--- src/rtl/pipe_controller_if.sv ---
// Control bundle between the pipelined MIPS controller and its datapath.
// master: the controller (decodes instr_d, drives stage controls).
// slave:  the datapath (supplies instr_d, consumes controls).
interface pipe_controller_if;
    logic [31:0] instr_d;
    logic        stall;
    logic [2:0]  d_branch_op;
    logic        d_jump;
    logic        d_jr;
    logic        d_sign_ext;
    logic [2:0]  e_alu_op;
    logic        e_alu_src;
    logic [2:0]  e_md_op;
    logic        m_mem_write;
    logic [2:0]  m_mem_op;
    logic [4:0]  e_dst;
    logic [4:0]  m_dst;
    logic [4:0]  w_dst;
    logic [1:0]  m_reg_src;
    logic [1:0]  w_reg_src;
    logic        w_reg_write;
    logic        md_busy;

    modport master (
        input  instr_d,
        output stall, d_branch_op, d_jump, d_jr, d_sign_ext,
        output e_alu_op, e_alu_src, e_md_op, m_mem_write, m_mem_op,
        output e_dst, m_dst, w_dst, m_reg_src, w_reg_src, w_reg_write, md_busy
    );

    modport slave (
        output instr_d,
        input  stall, d_branch_op, d_jump, d_jr, d_sign_ext,
        input  e_alu_op, e_alu_src, e_md_op, m_mem_write, m_mem_op,
        input  e_dst, m_dst, w_dst, m_reg_src, w_reg_src, w_reg_write, md_busy
    );
endinterface

--- src/rtl/pipe_controller.sv ---
// Pipelined control unit for the five-stage MIPS core: D-stage decode, E/M/W control
// registers, Tuse/Tnew hazard stall and per-stage destination registers for forwarding.
// Optional multiply/divide busy tracker compiled in with PIPE_CTRL_MDU_EN.
module pipe_controller #(
    parameter int unsigned MULT_CYCLES = 5,
    parameter int unsigned DIV_CYCLES  = 10,
    parameter int unsigned CNT_W       = 4
) (
    input logic               clk,
    input logic               reset,
    pipe_controller_if.master bus
);

    typedef struct packed {
        logic [2:0] alu_op;
        logic       alu_src;
        logic [2:0] md_op;
        logic       mem_write;
        logic [2:0] mem_op;
        logic [1:0] reg_src;
        logic [4:0] dst;
        logic [1:0] tnew;
    } e_ctrl_t;

    typedef struct packed {
        logic       mem_write;
        logic [2:0] mem_op;
        logic [1:0] reg_src;
        logic [4:0] dst;
        logic [1:0] tnew;
    } m_ctrl_t;

    typedef struct packed {
        logic [1:0] reg_src;
        logic [4:0] dst;
    } w_ctrl_t;

    logic [5:0] op, funct;
    logic [4:0] rs, rt, rd;
    logic       unused_shamt;

    assign op    = bus.instr_d[31:26];
    assign rs    = bus.instr_d[25:21];
    assign rt    = bus.instr_d[20:16];
    assign rd    = bus.instr_d[15:11];
    assign funct = bus.instr_d[5:0];
    // Shift amount is consumed by the datapath, not by control.
    assign unused_shamt = ^bus.instr_d[10:6];

    e_ctrl_t    dec;
    logic [2:0] branch_op;
    logic       jump, jr, sign_ext;
    logic       use_rs, use_rt;
    logic [1:0] tuse_rs, tuse_rt;

    // D-stage decode: E-bound control bundle, D-only controls and source-use times.
    always_comb begin
        dec       = '0;
        branch_op = 3'd0;
        jump      = 1'b0;
        jr        = 1'b0;
        sign_ext  = 1'b0;
        use_rs    = 1'b0;
        use_rt    = 1'b0;
        tuse_rs   = 2'd0;
        tuse_rt   = 2'd0;
        case (op)
            6'h00: begin
                case (funct)
                    6'h20, 6'h22: begin
                        dec.alu_op = (funct == 6'h22) ? 3'd1 : 3'd0;
                        dec.dst    = rd;
                        dec.tnew   = 2'd1;
                        use_rs     = 1'b1;
                        use_rt     = 1'b1;
                        tuse_rs    = 2'd1;
                        tuse_rt    = 2'd1;
                    end
                    6'h00: begin
                        dec.alu_op = 3'd4;
                        dec.dst    = rd;
                        dec.tnew   = 2'd1;
                        use_rt     = 1'b1;
                        tuse_rt    = 2'd1;
                    end
                    6'h08: begin
                        jr     = 1'b1;
                        use_rs = 1'b1;
                    end
`ifdef PIPE_CTRL_MDU_EN
                    6'h18, 6'h19, 6'h1a, 6'h1b: begin
                        dec.md_op = 3'd1 + {1'b0, funct[1:0]};
                        use_rs    = 1'b1;
                        use_rt    = 1'b1;
                        tuse_rs   = 2'd1;
                        tuse_rt   = 2'd1;
                    end
                    6'h10, 6'h12: begin
                        dec.md_op   = funct[1] ? 3'd6 : 3'd5;
                        dec.dst     = rd;
                        dec.reg_src = 2'd3;
                        dec.tnew    = 2'd1;
                    end
                    6'h11, 6'h13: begin
                        dec.md_op = 3'd7;
                        use_rs    = 1'b1;
                        tuse_rs   = 2'd1;
                    end
`endif
                    default: ;
                endcase
            end
            6'h0d, 6'h0f: begin
                dec.alu_op  = (op == 6'h0f) ? 3'd5 : 3'd3;
                dec.alu_src = 1'b1;
                dec.dst     = rt;
                dec.tnew    = 2'd1;
                use_rs      = (op == 6'h0d);
                tuse_rs     = 2'd1;
            end
            6'h04, 6'h05: begin
                branch_op  = (op == 6'h04) ? 3'd5 : 3'd4;
                sign_ext   = 1'b1;
                dec.alu_op = 3'd1;
                use_rs     = 1'b1;
                use_rt     = 1'b1;
            end
            6'h06, 6'h07: begin
                branch_op = (op == 6'h06) ? 3'd3 : 3'd2;
                sign_ext  = 1'b1;
                use_rs    = 1'b1;
            end
            6'h01: begin
                // Only bltz (rt=0) and bgez (rt=1) are supported REGIMM forms.
                if (rt == 5'd0 || rt == 5'd1) begin
                    branch_op = 3'd1;
                    sign_ext  = 1'b1;
                    use_rs    = 1'b1;
                end
            end
            6'h02: jump = 1'b1;
            6'h03: begin
                jump        = 1'b1;
                dec.dst     = 5'd31;
                dec.reg_src = 2'd2;
            end
            6'h20, 6'h21, 6'h23, 6'h24, 6'h25: begin
                unique case (op)
                    6'h23:   dec.mem_op = 3'd0;
                    6'h21:   dec.mem_op = 3'd1;
                    6'h25:   dec.mem_op = 3'd2;
                    6'h20:   dec.mem_op = 3'd3;
                    default: dec.mem_op = 3'd4;
                endcase
                dec.alu_src = 1'b1;
                dec.reg_src = 2'd1;
                dec.dst     = rt;
                dec.tnew    = 2'd2;
                sign_ext    = 1'b1;
                use_rs      = 1'b1;
                tuse_rs     = 2'd1;
            end
            6'h28, 6'h29, 6'h2b: begin
                unique case (op)
                    6'h2b:   dec.mem_op = 3'd5;
                    6'h29:   dec.mem_op = 3'd6;
                    default: dec.mem_op = 3'd7;
                endcase
                dec.alu_src   = 1'b1;
                dec.mem_write = 1'b1;
                sign_ext      = 1'b1;
                use_rs        = 1'b1;
                use_rt        = 1'b1;
                tuse_rs       = 2'd1;
                tuse_rt       = 2'd2;
            end
            default: ;
        endcase
    end

    e_ctrl_t e_q, e_d;
    m_ctrl_t m_q, m_d;
    w_ctrl_t w_q, w_d;
    logic    hazard;
    logic    md_stall;
    logic    stall;

    // Data hazard: a producer in E or M whose result is not ready by the consumer's Tuse.
    always_comb begin
        hazard = 1'b0;
        if (use_rs && rs != 5'd0) begin
            if (e_q.dst == rs && e_q.tnew > tuse_rs) hazard = 1'b1;
            if (m_q.dst == rs && m_q.tnew > tuse_rs) hazard = 1'b1;
        end
        if (use_rt && rt != 5'd0) begin
            if (e_q.dst == rt && e_q.tnew > tuse_rt) hazard = 1'b1;
            if (m_q.dst == rt && m_q.tnew > tuse_rt) hazard = 1'b1;
        end
    end

    assign stall = hazard | md_stall;

    // Next pipeline state: bubble into E on stall; M and W always advance.
    always_comb begin
        e_d           = stall ? '0 : dec;
        m_d.mem_write = e_q.mem_write;
        m_d.mem_op    = e_q.mem_op;
        m_d.reg_src   = e_q.reg_src;
        m_d.dst       = e_q.dst;
        m_d.tnew      = (e_q.tnew != 2'd0) ? e_q.tnew - 2'd1 : 2'd0;
        w_d.reg_src   = m_q.reg_src;
        w_d.dst       = m_q.dst;
    end

    // E/M/W control registers.
    always_ff @(posedge clk or negedge reset) begin
        if (!reset) begin
            e_q <= '0;
            m_q <= '0;
            w_q <= '0;
        end else begin
            e_q <= e_d;
            m_q <= m_d;
            w_q <= w_d;
        end
    end

`ifdef PIPE_CTRL_MDU_EN
    logic [CNT_W-1:0] md_cnt_q;
    logic             e_md_start;

    assign e_md_start = (e_q.md_op != 3'd0) && (e_q.md_op <= 3'd4);
    // Any MDU-class op waits until the unit is idle and no start is about to load it.
    assign md_stall   = (dec.md_op != 3'd0) && ((md_cnt_q != '0) || e_md_start);

    // Busy counter: loaded as a start leaves E, then counts down to idle.
    always_ff @(posedge clk or negedge reset) begin
        if (!reset) begin
            md_cnt_q <= '0;
        end else if (e_md_start) begin
            md_cnt_q <= (e_q.md_op >= 3'd3) ? CNT_W'(DIV_CYCLES) : CNT_W'(MULT_CYCLES);
        end else if (md_cnt_q != '0) begin
            md_cnt_q <= md_cnt_q - 1'b1;
        end
    end

    assign bus.e_md_op = e_q.md_op;
    assign bus.md_busy = (md_cnt_q != '0);
`else
    logic unused_md;

    assign unused_md   = ^{e_q.md_op, CNT_W'(MULT_CYCLES), CNT_W'(DIV_CYCLES)};
    assign md_stall    = 1'b0;
    assign bus.e_md_op = 3'd0;
    assign bus.md_busy = 1'b0;
`endif

    assign bus.stall       = stall;
    assign bus.d_branch_op = branch_op;
    assign bus.d_jump      = jump;
    assign bus.d_jr        = jr;
    assign bus.d_sign_ext  = sign_ext;
    assign bus.e_alu_op    = e_q.alu_op;
    assign bus.e_alu_src   = e_q.alu_src;
    assign bus.e_dst       = e_q.dst;
    assign bus.m_mem_write = m_q.mem_write;
    assign bus.m_mem_op    = m_q.mem_op;
    assign bus.m_dst       = m_q.dst;
    assign bus.m_reg_src   = m_q.reg_src;
    assign bus.w_dst       = w_q.dst;
    assign bus.w_reg_src   = w_q.reg_src;
    assign bus.w_reg_write = (w_q.dst != 5'd0);

endmodule

--- src/flat_wrapper.sv ---
// flat-port wrapper written by rule: the top's interface ports become plain ports
module pipe_controller_flat 
#(
    parameter int unsigned MULT_CYCLES = 5,
    parameter int unsigned DIV_CYCLES  = 10,
    parameter int unsigned CNT_W       = 4
)
  (clk, reset, bus_instr_d, bus_stall, bus_d_branch_op, bus_d_jump, bus_d_jr, bus_d_sign_ext, bus_e_alu_op, bus_e_alu_src, bus_e_md_op, bus_m_mem_write, bus_m_mem_op, bus_e_dst, bus_m_dst, bus_w_dst, bus_m_reg_src, bus_w_reg_src, bus_w_reg_write, bus_md_busy);
  pipe_controller_if bus_i ();
  input logic clk;
  input logic reset;
  input wire logic [$bits(bus_i.instr_d)-1:0] bus_instr_d;
  output wire logic [$bits(bus_i.stall)-1:0] bus_stall;
  output wire logic [$bits(bus_i.d_branch_op)-1:0] bus_d_branch_op;
  output wire logic [$bits(bus_i.d_jump)-1:0] bus_d_jump;
  output wire logic [$bits(bus_i.d_jr)-1:0] bus_d_jr;
  output wire logic [$bits(bus_i.d_sign_ext)-1:0] bus_d_sign_ext;
  output wire logic [$bits(bus_i.e_alu_op)-1:0] bus_e_alu_op;
  output wire logic [$bits(bus_i.e_alu_src)-1:0] bus_e_alu_src;
  output wire logic [$bits(bus_i.e_md_op)-1:0] bus_e_md_op;
  output wire logic [$bits(bus_i.m_mem_write)-1:0] bus_m_mem_write;
  output wire logic [$bits(bus_i.m_mem_op)-1:0] bus_m_mem_op;
  output wire logic [$bits(bus_i.e_dst)-1:0] bus_e_dst;
  output wire logic [$bits(bus_i.m_dst)-1:0] bus_m_dst;
  output wire logic [$bits(bus_i.w_dst)-1:0] bus_w_dst;
  output wire logic [$bits(bus_i.m_reg_src)-1:0] bus_m_reg_src;
  output wire logic [$bits(bus_i.w_reg_src)-1:0] bus_w_reg_src;
  output wire logic [$bits(bus_i.w_reg_write)-1:0] bus_w_reg_write;
  output wire logic [$bits(bus_i.md_busy)-1:0] bus_md_busy;
  assign bus_i.instr_d = bus_instr_d;
  assign bus_stall = bus_i.stall;
  assign bus_d_branch_op = bus_i.d_branch_op;
  assign bus_d_jump = bus_i.d_jump;
  assign bus_d_jr = bus_i.d_jr;
  assign bus_d_sign_ext = bus_i.d_sign_ext;
  assign bus_e_alu_op = bus_i.e_alu_op;
  assign bus_e_alu_src = bus_i.e_alu_src;
  assign bus_e_md_op = bus_i.e_md_op;
  assign bus_m_mem_write = bus_i.m_mem_write;
  assign bus_m_mem_op = bus_i.m_mem_op;
  assign bus_e_dst = bus_i.e_dst;
  assign bus_m_dst = bus_i.m_dst;
  assign bus_w_dst = bus_i.w_dst;
  assign bus_m_reg_src = bus_i.m_reg_src;
  assign bus_w_reg_src = bus_i.w_reg_src;
  assign bus_w_reg_write = bus_i.w_reg_write;
  assign bus_md_busy = bus_i.md_busy;
  pipe_controller #(.MULT_CYCLES(MULT_CYCLES), .DIV_CYCLES(DIV_CYCLES), .CNT_W(CNT_W)) u_core (.clk(clk), .reset(reset), .bus(bus_i));
endmodule
--- config.mk ---
export PLATFORM = sky130hd
export DESIGN_NAME = pipe_controller_flat
export DESIGN_NICKNAME = d
export VERILOG_FILES = /design/src/rtl/pipe_controller_if.sv /design/src/rtl/pipe_controller.sv /design/src/flat_wrapper.sv
export SDC_FILE = /design/constraint.sdc
export NUM_CORES = 1
export LEC_CHECK = 0
export BUFFER_PORTS_ARGS = -buffer_cell sky130_fd_sc_hd__clkbuf_2
export CAP_MARGIN = 0
export CORE_UTILIZATION = 51
export DETAILED_ROUTE_END_ITERATION = 16
export PLACE_DENSITY = 0.8
export SETUP_SLACK_MARGIN = 0.1
export SLEW_MARGIN = 20
export SYNTH_ARGS = -nofsm -noshare
export SYNTH_HDL_FRONTEND = slang
export SYNTH_SLANG_ARGS = --single-unit
--- constraint.sdc ---
create_clock -name clk -period 2.8 [get_ports clk]
set_input_delay 0.28 -clock clk [delete_from_list [all_inputs] [get_ports clk]]
set_output_delay 0.28 -clock clk [all_outputs]
set_load 0.005 [all_outputs]
# Word-level counts from Yosys, hierarchy flattened
# Cells that the tools add are included.
totals:
  latch_bits: 0
  mem_bits_rw: 0
  input_bits: 34
  romBits: 0
  output_inout_bits: 39
  register_bits: 37
  wordCells: 109
  memories: 0
op_classes:
  div: 0
  add_sub_neg: 1
  reduce_logical: 27
  n_mul: 0
  order_cmp: 4
  shift: 0
  eq_ne: 25
  muxes: 38
  bitwise_logic: 0
op_table:
  columns: ["operator", "count"]
  rows:
  - ["$eq A6 B6 Y1 const B", 10]
  - ["$eq A6 B3 Y1 const B", 4]
  - ["$eq A5 B5 Y1", 4]
  - ["$mux W1", 20]
  - ["$mux W20", 1]
  - ["$eq A6 B4 Y1 const B", 3]
  - ["$pmux W3 S3", 2]
  - ["$pmux W2 S2", 4]
  - ["$pmux W5 S3", 1]
  - ["$reduce_bool A5 Y1", 3]
  - ["$eq A6 B2 Y1 const B", 2]
  - ["$logic_not A6 Y1", 2]
  - ["$pmux W3 S2", 2]
  - ["$pmux W3 S4", 1]
  - ["$reduce_or A12 Y1", 1]
  - ["$reduce_or A10 Y1", 1]
  - ["$reduce_or A2 Y1", 5]
  - ["$reduce_or A5 Y1", 2]
  - ["$reduce_or A3 Y1", 3]
  - ["$gt A2 B2 Y1", 4]
  - ["$mux W7", 1]
  - ["$reduce_or A7 Y1", 1]
  - ["$eq A6 B1 Y1 const B", 1]
  - ["$logic_and A1 B1 Y1", 6]
  - ["other kinds (10)", 11]

# Logic depth before layout (Yosys ltp)
# Gate-level depths: netlist of run 1.
depth:
  word_depth: 13
  ltp_mapped: 11
  ltp_nobuf: 10

# Worst setup path after synthesis of run 1
# OpenSTA, ideal clock, no wires.
synth_path:
  kind: "input-to-reg"
  startpoint: "input port bus_instr_d[29]"
  endpoint: "register u_core.e_q[9] (netlist name)"
  arrival_ns: 2.396
  setup_ns: 0.072
  n_path_buf: 2
  slack_ns: 0.332
  cell_stages: 11
  required_ns: 2.728
  cell_sequence: "buf_2 buf_2 nor2b_1 o2111ai_1 ha_1 nor2b_1 o2111ai_1 o22ai_1 o211a_4 or4_1 nor2_1"
synth_rtl:
  columns: ["element", "line_no", "text"]
  rows:
  - ["from (decl)", "flat_wrapper.sv:12", "input wire logic [$bits(bus_i.instr_d)-1:0] bus_instr_d;"]
  - ["to (signal assigned)", "pipe_controller.sv:218", "e_q <= '0;"]
  - ["to (signal assigned)", "pipe_controller.sv:222", "e_q <= e_d;"]
  - ["to (decl)", "pipe_controller.sv:181", "e_ctrl_t e_q, e_d;"]

# Final worst setup path of run 1
layout_path:
  startpoint: "register u_core.e_q, in the netlist u_core.bus.e_dst[4]"
  endpoint: "output port bus_stall"
layout_between:
  elab_chain_len: 8
  elab_cells_between_ends: 10
  cone_classes: "eq/ne: 2; mux: 6; reduce/logical: 2"
layout_rtl:
  columns: ["element", "line_no", "text"]
  rows:
  - ["$eq A5 B5 Y1", "pipe_controller.sv:192", "if (e_q.dst == rs && e_q.tnew > tuse_rs) hazard = 1'b1;"]
  - ["$logic_and A1 B1 Y1", "pipe_controller.sv:192", null]
  - ["$mux W1", "pipe_controller.sv:192", null]
  - ["$mux W1", "pipe_controller.sv:193", "if (m_q.dst == rs && m_q.tnew > tuse_rs) hazard = 1'b1;"]
  - ["$mux W1", "pipe_controller.sv:191", "if (use_rs && rs != 5'd0) begin"]
  - ["$mux W1", "pipe_controller.sv:196", "if (e_q.dst == rt && e_q.tnew > tuse_rt) hazard = 1'b1;"]
  - ["$mux W1", "pipe_controller.sv:197", "if (m_q.dst == rt && m_q.tnew > tuse_rt) hazard = 1'b1;"]
  - ["$mux W1 (*)", "pipe_controller.sv:195", "if (use_rt && rt != 5'd0) begin"]
  - ["to (decl)", "flat_wrapper.sv:13", "output wire logic [$bits(bus_i.stall)-1:0] bus_stall;"]
# Mark *: on every way between the ends. The rest lies on a longest branch, timed or not.

==> results.cfg, run 1 <==
[synth]
synthArstFlopShare_pct = 100
synth_seq_cells = 37
synth-xor-area-share_pct = 8.67
synth-compound-area-share_pct = 11.0
synth_top_family_by_area = simple AND/OR/NAND/NOR gates
synthCells = 221
synthSimpleGateAreaFrac_pct = 23.6
ys_seq_area_share_pct = 41.6
yosys_warnings = 0
syn_area_mm2 = 0.00222
synthFlopType = dfrtp_1
post_synth_fa_ha_maj_area_fraction_pct = 2.25
synth_edf_count = 0
synth_mux_area_share_pct = 0.450
ys_types = 46
avgSynthCellArea_um2 = 10.1

[final_layout]
fin_nets = 315
final_cell_mix = clkbuf_2 (63), dfrtp_1 (37), nor2_1 (21)
synthToLayoutAreaGrowth_pct = 16.9
drive_gt1_share_pct = 38.8
nFillCells = 334
antenna_cells = 0
regArea_um2 = 926
final_common_cell = clkbuf_2
multi_input_area_mm2 = 0.00104

[timing]
setup_tns_ns = 0
skew_ns = 0.00277
worst_pin_slew_ns = 0.886
final-hold-violation-count = 0
finalSetupViolations = 0
fmax_mhz = 393
max_slew_margin_pct = 40.9
fin_hold_ws_ns = 0.105
rsz0062_at_grt = false
drv_slew = 0
finalCritPeriodShare_pct = 90.8
period_needed_ns = 2.54

[route]
drc_errors = 0
drtIter0Drc = 122
finalWirelength_um = 4660
vias = 1755
ant_nets = 0
viasPerCell = 5.35
post_drt_wl_per_cell_um = 14.2
firstDrtPassIters = 4

[floorplanning]
core-area_mm2 = 0.00409
rows = 23
ios = 73
start_util_pct = 54.4
die_area_mm2 = 0.00463
die_h_um = 68.0
fp.dieW_um = 68.0

[setup_path]
arrival_ns = 2.26
cp_slowest_cell = dfrtp_1
r2r_cells = 7
crit_type = register to output port
required_ns = 2.52
path_delay_family = compound AO/OA/AOI/OAI gates
cp-start-kind = register
critPathMaxStageDelay_ns = 0.44
timing.rr.start = u_core.bus.e_dst[4]$_DFF_PN0_
path_depth = 7
worst-path-buf-inv = 1
setup.worst_path.start = u_core.bus.e_dst[4]$_DFF_PN0_
cp_max_fo = 10
path_cells = xor2_1 > nor4_4 > a22oi_1 > o311ai_2 > o311a_4 > or2_2 > clkbuf_2
end_kind = output port

[global_route]
antenna_found_initial = 0
top_usage_layer = met2
grt_pass1_wl_um = 7330
grt_use_total_pct = 21.9
grt_pass1_vias = 1473
met2_usage_pct = 32.7
grt_max_degree = 38
grt.overflow.total = 0
gr-usage-met3_pct = 5.33
grt_util_met1_pct = 30.6

[job]
cap_violations = 0

[cts]
root_buffer = clkbuf_8
cts_buffer_depth = 2
cts_inserted_buffers = 5
path_clk_slew_ns = 0.07
h-tree-depth = 2
cts_sinks = 37
holdBufCountCts = 0
tritoncts = yes
clk-insertion-delay-late_ns = 0.29

[place]
dp_hpwl_um = 3490
port_buffers = 63
gp_congestion = 0.955

[power_and_ir_drop]
powerDensity_mw_per_mm2 = 455
ir_worst_vdd_mv = 0.193
p_leak_uw = 0.00132

[status]
status = finished, final reports clean

[hold_path]
hold_class = input port to async pin
==> synthesized netlist by cell type (2+ instances only) <==
master,number,area [µm²]
nand2b_1,3,18.8
nor2b_1,6,37.5
ha_1,4,50.1
dfrtp_1,37,926
inv_1,6,22.5
a22oi_1,3,22.5
nor2_1,21,78.8
xnor2_1,12,105
or2_2,2,12.5
a21oi_1,10,50.1
o2111ai_1,4,35.0
nor4_4,2,42.5
nor3_2,9,90.1
or4_1,2,15.0
and2_1,2,12.5
nand3_1,5,25.0
buf_4,25,188
or3_1,2,12.5
clkbuf_1,3,11.3
nor3_1,6,30.0
nor3b_1,2,15.0
buf_2,3,15.0
xor2_1,10,87.6
nand2_1,11,41.3
o21ai_0,2,10.0
a221oi_1,5,43.8
nor4_1,5,31.3
==> metal layers <==
metal  up-vias  wire, µm  part of all wire [%]
met5         -         0                     0
met4         0        74                   1.6
met3         7       266                   5.7
met2        63      2320                    50
met1       835      1990                    43
li1        850         -                     -
==> final timing paths <==
path / endpoint / slack (ns)
worst min register to register: u_core.bus.m_mem_write$_DFF_PN0_ / 0.35
worst max-delay path: bus_stall / 0.26
worst min-delay path: u_core.bus.w_reg_src[1]$_DFF_PN0_ / 0.11
min in group clk: u_core.bus.e_dst[3]$_DFF_PN0_ / 0.28
max in group asynchronous: u_core.bus.w_dst[4]$_DFF_PN0_ / 2.14
worst max register to register: u_core.bus.e_dst[2]$_DFF_PN0_ / 0.72
==> report_power, final <==
group | switching [µW] | internal [µW] | total, µW
Clock | 184 | 267 | 451
Sequential | 12.9 | 551 | 564
Combinational | 96.5 | 71.7 | 168
Total | 293 | 889 | 1180
==> final cells by class <==
class | instances | share of cell area [%]
Inverter | 7 | 1.01
Timing Repair Buffer | 79 | 16.8
Tap cell | 50 | 2.41
Multi-Input combinational cell | 147 | 39.9
Clock buffer | 6 | 2.79
Clock inverter | 2 | 1.49
Sequential cell | 37 | 35.6
==> stage by stage <==
step                      power [µW]  cells  cell area [µm²]  utilization, %  setup slack (ns)
final                           1180    328             2600            63.6             0.258
after global placement           738    313             2430            59.6             0.278
after detailed placement         741    313             2430            59.6             0.267
after CTS                       1200    321             2550            62.3             0.138
after floorplan                  680    224             2230               -             0.332
after global routing            1240    328             2600            63.6             0.115
==> cells by family (layout without fill, tap and decap cells) <==
family,after synthesis,after routing
buffers and inverters,40,94
adder cells (fa/ha/maj),4,4
other,1,4
XOR/XNOR,22,22
AND/OR/NAND/NOR,85,85
flip-flops,37,37
multiplexers,1,1
AO/OA/AOI/OAI,31,31
==> state kept, by name, summed over array words and instances, names as in the netlist <==
| name | flops |
|---|---|
| u_core.bus.e_alu_src | 1 |
| u_core.bus.w_reg_src | 2 |
| u_core.e_q | 8 |
| u_core.bus.e_alu_op | 3 |
| u_core.bus.m_dst | 5 |
| u_core.bus.m_mem_write | 1 |
| u_core.bus.e_dst | 5 |
| u_core.m_q | 2 |
| u_core.bus.w_dst | 5 |
| u_core.bus.m_mem_op | 3 |
| u_core.bus.m_reg_src | 2 |
==> repair_timing <==
item / in CTS / in global routing
endpoints found under the hold margin: 0 / 0
endpoints found under the setup margin: 0 / 1
resized for setup: 0 / 0
buffers inserted: 0 / 7
==> worst register-to-register path, stage by stage, from the launching register on <==
cell and delay [ns]:
dfrtp_1 0.44, xor2_1 0.20, nor4_4 0.33, a22oi_1 0.16, o311ai_2 0.31, o311a_4 0.32, buf_4 0.16, nor3_2 0.05
Note: power is estimated with default switching activity, not from simulation.
==> inputs of run 2 (changes only) <==
ABC_AREA = 1   (was unset)
CORE_UTILIZATION = 50   (was 51)
PLACE_DENSITY = 0.79   (was 0.8)
==> run 2 against run 1 <==
Design area decreased by 4.4%. Core utilization decreased by 2.8 points. Worst hold slack improved by 0.020 ns. Register-to-register slack improved by 0.22 ns. Flip-flop and latch count unchanged. Worst setup slack got worse by 0.0056 ns. Total power decreased by 10%. Cell count increased by 4.9%. Sequential power about the same.
==> results.cfg, run 2 <==
[route]
firstDrtPassIters = 6
ant_nets = 0
vias = 1706
drtIter0Drc = 55
post_drt_wl_per_cell_um = 12.5
finalWirelength_um = 4310
drc_errors = 0
viasPerCell = 4.96

[cts]
ctsResizeCount = 0
root_buffer = clkbuf_8
h-tree-depth = 2
clk-insertion-delay-late_ns = 0.28
tritoncts = yes
cts_sinks = 37
cts_inserted_buffers = 5
post_cts_buffers = 0
path_clk_slew_ns = 0.07
cts_buffer_depth = 2
holdBufCountCts = 0

[power_and_ir_drop]
ir_worst_vdd_mv = 0.156
p_leak_uw = 0.00138
powerDensity_mw_per_mm2 = 427
fin_total_pwr_uw = 1060

[timing]
max_slew_margin_pct = 38.5
setup_tns_ns = 0
finalCritPeriodShare_pct = 91.0
fmax_mhz = 392
skew_ns = 0.00850
period_needed_ns = 2.55
drv_slew = 0
finalSetupViolations = 0
rsz0062_at_grt = false
final-hold-violation-count = 0
worst_pin_slew_ns = 0.923

[setup_path]
end_kind = output port
cp_max_fo = 6
critPathMaxStageDelay_ns = 0.24
cp-start-kind = input port
cp_slowest_cell = ha_1
crit_type = input port to output port
arrival_ns = 2.27
required_ns = 2.52
path_cells = clkbuf_2 > nor2_2 > inv_2 > nor2_4 > nand3b_1 > nand2_2 > ha_1 > nand2_1 > o21ai_0 > a21oi_1 > nand4_1 > nand2_1 > o211ai_4 > nand2_4 > clkbuf_2

[final_layout]
fin_nets = 331
multi_input_area_um2 = 946
synthToLayoutAreaGrowth_pct = 14.0
final_area_mm2 = 0.00248
final-instance-count-excl-fill = 344
regArea_um2 = 926
final_common_cell = clkbuf_2
postLayoutCoreUtil_pct = 60.8
final_cell_mix = clkbuf_2 (63), dfrtp_1 (37), nand2_1 (28)
largest_reg_flops = 8
antenna_cells = 0
largest-register = u_core.e_q
nFillCells = 383
drive_gt1_share_pct = 36.7

[floorplanning]
ios = 73
fp.dieW_um = 68.0
start_util_pct = 53.3
rows = 23
core-area_mm2 = 0.00409
die_h_um = 68.0
die_area_mm2 = 0.00462

[synth]
yosys_warnings = 0
ys_types = 32
synthSimpleGateAreaFrac_pct = 28.3
synth-compound-area-share_pct = 5.97
synthTopCellsByArea = dfrtp_1 (43%), buf_4 (7.6%), nor2_4 (5.7%)
avgSynthCellArea_um2 = 9.00
synth_mux_area_share_pct = 0
ys_seq_area_share_pct = 42.5
synth-xor-area-share_pct = 6.03
syn_area_mm2 = 0.00218
synthArstFlopShare_pct = 100
post_synth_fa_ha_maj_area_fraction_pct = 2.30
synth_seq_cells = 37
synth_top_family_by_area = simple AND/OR/NAND/NOR gates
synthCells = 242
yosysTopAreaCellShare_pct = 42.5
synth_edf_count = 0
synth.most_common_cell = dfrtp_1
synthFlopType = dfrtp_1
synthTopCellsByCount = dfrtp_1 (37), nand2_1 (29), nor2_1 (27), inv_1 (25), buf_4 (22)
yosys.area.top_type = dfrtp_1

[global_route]
grt_pass1_wl_um = 6960
grt.overflow.total = 0
grt_use_total_pct = 20.2
antenna_found_initial = 0
grt_max_degree = 38
top_usage_layer = met2
grt_pass1_vias = 1577
grt_util_met1_pct = 26.9
met2_usage_pct = 32.4
gr-usage-met3_pct = 3.17

[place]
dp_hpwl_um = 3350
dpl-instance-area_mm2 = 0.00240
dp_cells = 336
port_buffers = 63
gp_congestion = 0.842

[status]
status = finished, final reports clean

[hold_path]
hold_class = input port to async pin

[job]
cap_violations = 0
-- run 2: cell types whose count changed after synthesis, moves of 8 or more --
cell     before  now
inv_1         6   25
nand2_1      11   29
nor2_4        0   11
nor3_2        9    0
xnor2_1      12    4
-- run 2: where the power goes --
part	internal, µW	switching, µW	leakage [µW]
registers	551	12.8	0.000508
clock network	172	175	0.0000450
logic	61.0	88.2	0.000831
total	785	276	0.00138
-- run 2: critical path, delay by kind of cell --
kind / cells / cell delay (ns)
simple gates: 8 / 1.12
compound gates: 3 / 0.32
fa+ha+maj: 1 / 0.24
buf+inv: 3 / 0.32
-- run 2: through the flow --
| stage | worst slack [ns] | hold slack (ns) |
|---|---|---|
| after detailed placement | 0.277 | 0.336 |
| after global placement | 0.365 | 0.333 |
| final | 0.252 | 0.126 |
| after global routing | 0.127 | 0.180 |
| after floorplan | 0.443 | -0.0156 |
| after CTS | 0.262 | 0.150 |
-- run 2: logic make-up (layout without fill, tap and decap cells) --
group	after synthesis	count (layout)
compound gates	17	17
xor+xnor	15	15
fa+ha+maj	4	4
buf+inv	57	106
flops	37	37
other cells	1	4
simple gates	111	111
-- run 2: cell type report --
cell class	count	area share, %
clock buffer	6	2.92
multi-input combinational	151	38.1
clock inverter	2	0.403
tap	50	2.52
timing repair buffer	65	13.8
inverter	33	4.99
sequential	37	37.3
-- run 2: worst paths after layout --
path,slack (ns),start,end,cells after the start
worst min register to register,0.35,u_core.e_q[12]$_DFF_PN0_,u_core.bus.m_mem_write$_DFF_PN0_,0
worst max register to register,0.94,u_core.e_q[0]$_DFF_PN0_,u_core.bus.e_dst[2]$_DFF_PN0_,11
worst min-delay path,0.13,reset,u_core.bus.w_dst[1]$_DFF_PN0_,1
max in group asynchronous,2.10,reset,u_core.bus.w_reg_src[0]$_DFF_PN0_,1
min in group clk,0.27,bus_instr_d[11],u_core.bus.e_dst[0]$_DFF_PN0_,3
worst max-delay path,0.25,bus_instr_d[27],bus_stall,15
-- run 2: routing by layer --
metal	up-vias	wire length [µm]
li1	853	-
met1	772	1850
met2	73	2110
met3	8	292
met4	0	59
met5	-	0
==> inputs of run 3 (changes only) <==
CELL_PAD_IN_SITES_DETAIL_PLACEMENT = 0   (was unset)
CELL_PAD_IN_SITES_GLOBAL_PLACEMENT = 2   (was unset)
CORE_UTILIZATION = 29   (was 50)
PLACE_DENSITY = unset   (was 0.79)
PLACE_DENSITY_LB_ADDON = 0.1   (was unset)
TNS_END_PERCENT = 20   (was unset)
==> run 3 against run 2 <==
Cell count rose by 16%. Worst setup slack improved by 0.10 ns. Largest power group unchanged. Maximum frequency up 4.2%. Critical path depth unchanged. Clock-buffer cell count down 1. Clock power rose by 60%. Worst hold slack got worse by 0.0075 ns. Largest cell class unchanged. Sequential share of layout area down 2.1 points. Highest routed layer unchanged. Register-to-register slack better by 0.09 ns. Flip-flop and latch count did not move. Routed wire length is 19% higher.
==> results.cfg, run 3 (synthesis gave the netlist of run 2 again) <==
[status]
status = finished, final reports clean

[power_and_ir_drop]
ir_worst_vdd_mv = 0.264
p_leak_uw = 0.00143
powerDensity_mw_per_mm2 = 483

[setup_path]
required_ns = 2.52
path_cells = clkbuf_2 > nor2_4 > nand2_2 > nor2_4 > nand3b_1 > nand2_2 > ha_1 > nand2_1 > o21ai_0 > nor3_1 > nand4_1 > nand2_1 > o211ai_4 > nand2_4 > clkbuf_2
crit_type = input port to output port
end_kind = output port
arrival_ns = 2.16
path_delay_family = simple AND/OR/NAND/NOR gates
critPathMaxStageDelay_ns = 0.23
cp_max_fo = 5
worst-path-buf-inv = 2
cp_slowest_cell = ha_1
r2r_cells = 11
path_depth = 15
cp-start-kind = input port

[route]
ant_nets = 0
firstDrtPassIters = 4
vias = 1648
viasPerCell = 4.13
drc_errors = 0
post_drt_wl_per_cell_um = 12.9
finalWirelength_um = 5140
drtIter0Drc = 24

[timing]
period_needed_ns = 2.44
skew_ns = 0.00912
final-hold-violation-count = 0
fmax_mhz = 409
drv_slew = 0
setup_tns_ns = 0
finalSetupViolations = 0
rsz0062_at_grt = false
finalCritPeriodShare_pct = 87.3
worst_pin_slew_ns = 0.944
max_slew_margin_pct = 37.0

[place]
port_buffers = 63
gp_congestion = 0.782
dp_cells = 389
dp_hpwl_um = 4110

[cts]
holdBufCountCts = 0
clk-insertion-delay-late_ns = 0.30
cts_inserted_buffers = 5
cts_sinks = 37
tritoncts = yes
h-tree-depth = 2
root_buffer = clkbuf_8
cts_buffer_depth = 2
path_clk_slew_ns = 0.08

[floorplanning]
fp.dieW_um = 88.7
die_area_mm2 = 0.00786
start_util_pct = 30.0
rows = 31
die_h_um = 88.7
ios = 73
core-area_mm2 = 0.00725

[job]
cap_violations = 0

[final_layout]
antenna_cells = 0
largest-register = u_core.e_q
synthToLayoutAreaGrowth_pct = 20.9
final_common_cell = clkbuf_2
fin_nets = 337
final_cell_mix = clkbuf_2 (63), dfrtp_1 (37), nand2_1 (28)
largest_reg_flops = 8
drive_gt1_share_pct = 38.3
final-instance-count-excl-fill = 399

[global_route]
grt_use_total_pct = 14.1
antenna_found_initial = 0
grt.overflow.total = 0
grt_pass1_wl_um = 8020
grt_max_degree = 38
grt_pass1_vias = 1549

[hold_path]
hold_class = input port to async pin
-- run 3: worst paths after layout --
path / from / endpoint / slack [ns]
worst max-delay path: bus_instr_d[30] / bus_stall / 0.36
worst min-delay path: reset / u_core.e_q[10]$_DFF_PN0_ / 0.12
worst max register to register: u_core.e_q[0]$_DFF_PN0_ / u_core.bus.e_dst[0]$_DFF_PN0_ / 1.03
worst min register to register: u_core.e_q[7]$_DFF_PN0_ / u_core.bus.m_reg_src[0]$_DFF_PN0_ / 0.35
max in group asynchronous: reset / u_core.bus.m_dst[1]$_DFF_PN0_ / 2.09
min in group clk: bus_instr_d[13] / u_core.bus.e_dst[2]$_DFF_PN0_ / 0.25
-- run 3: power by group --
part,switching (µW),total (µW),internal (µW)
Combinational,91.0,154,63.1
Clock,200,554,354
Sequential,13.5,564,551
-- run 3: what timing repair did --
item,4_1_cts,5_1_grt
gates resized for setup,0,2
buffers inserted,0,2
setup endpoints to repair,0,1
-- run 3: cell type report --
class / count / area [µm²]
flip-flops and latches: 37 / 926
repair buffers: 71 / 375
clock buffers: 5 / 68.8
well taps: 99 / 124
clock inverters: 3 / 65.1
inverters: 33 / 124
multi-input cells: 151 / 951
fillers: 801 / 4620
-- run 3: per-stage QoR --
stage	utilization (%)	power (µW)	hold WS (ns)	instance area (µm²)	worst slack, ns
global placement	34.2	733	0.335	2480	0.263
detailed placement	34.2	733	0.335	2480	0.248
global route	36.3	1340	0.204	2630	0.112
floorplan	-	667	-0.0156	2190	0.443
CTS	36.0	1290	0.162	2610	0.243
finish	36.3	1270	0.118	2630	0.355
-- run 3: per-layer routing --
metal  vias up  global-route usage, %  wire length (µm)
met2        51                   21.5              2260
met3         6                   3.26               238
met1       732                   19.5              2550
met5         -                      0                 0
li1        859                      -                 -
met4         0                   5.28                84
-- run 3: worst reg2reg max path, stage by stage (launching register included) --
cell      delay, ns
dfrtp_1        0.39
inv_1          0.06
ha_1           0.28
nand2_1        0.07
o21ai_0        0.07
a21oi_1        0.14
nand4_1        0.11
nand2_1        0.12
o211ai_4       0.08
nand2_4        0.10
buf_4          0.18
nor2_1         0.06
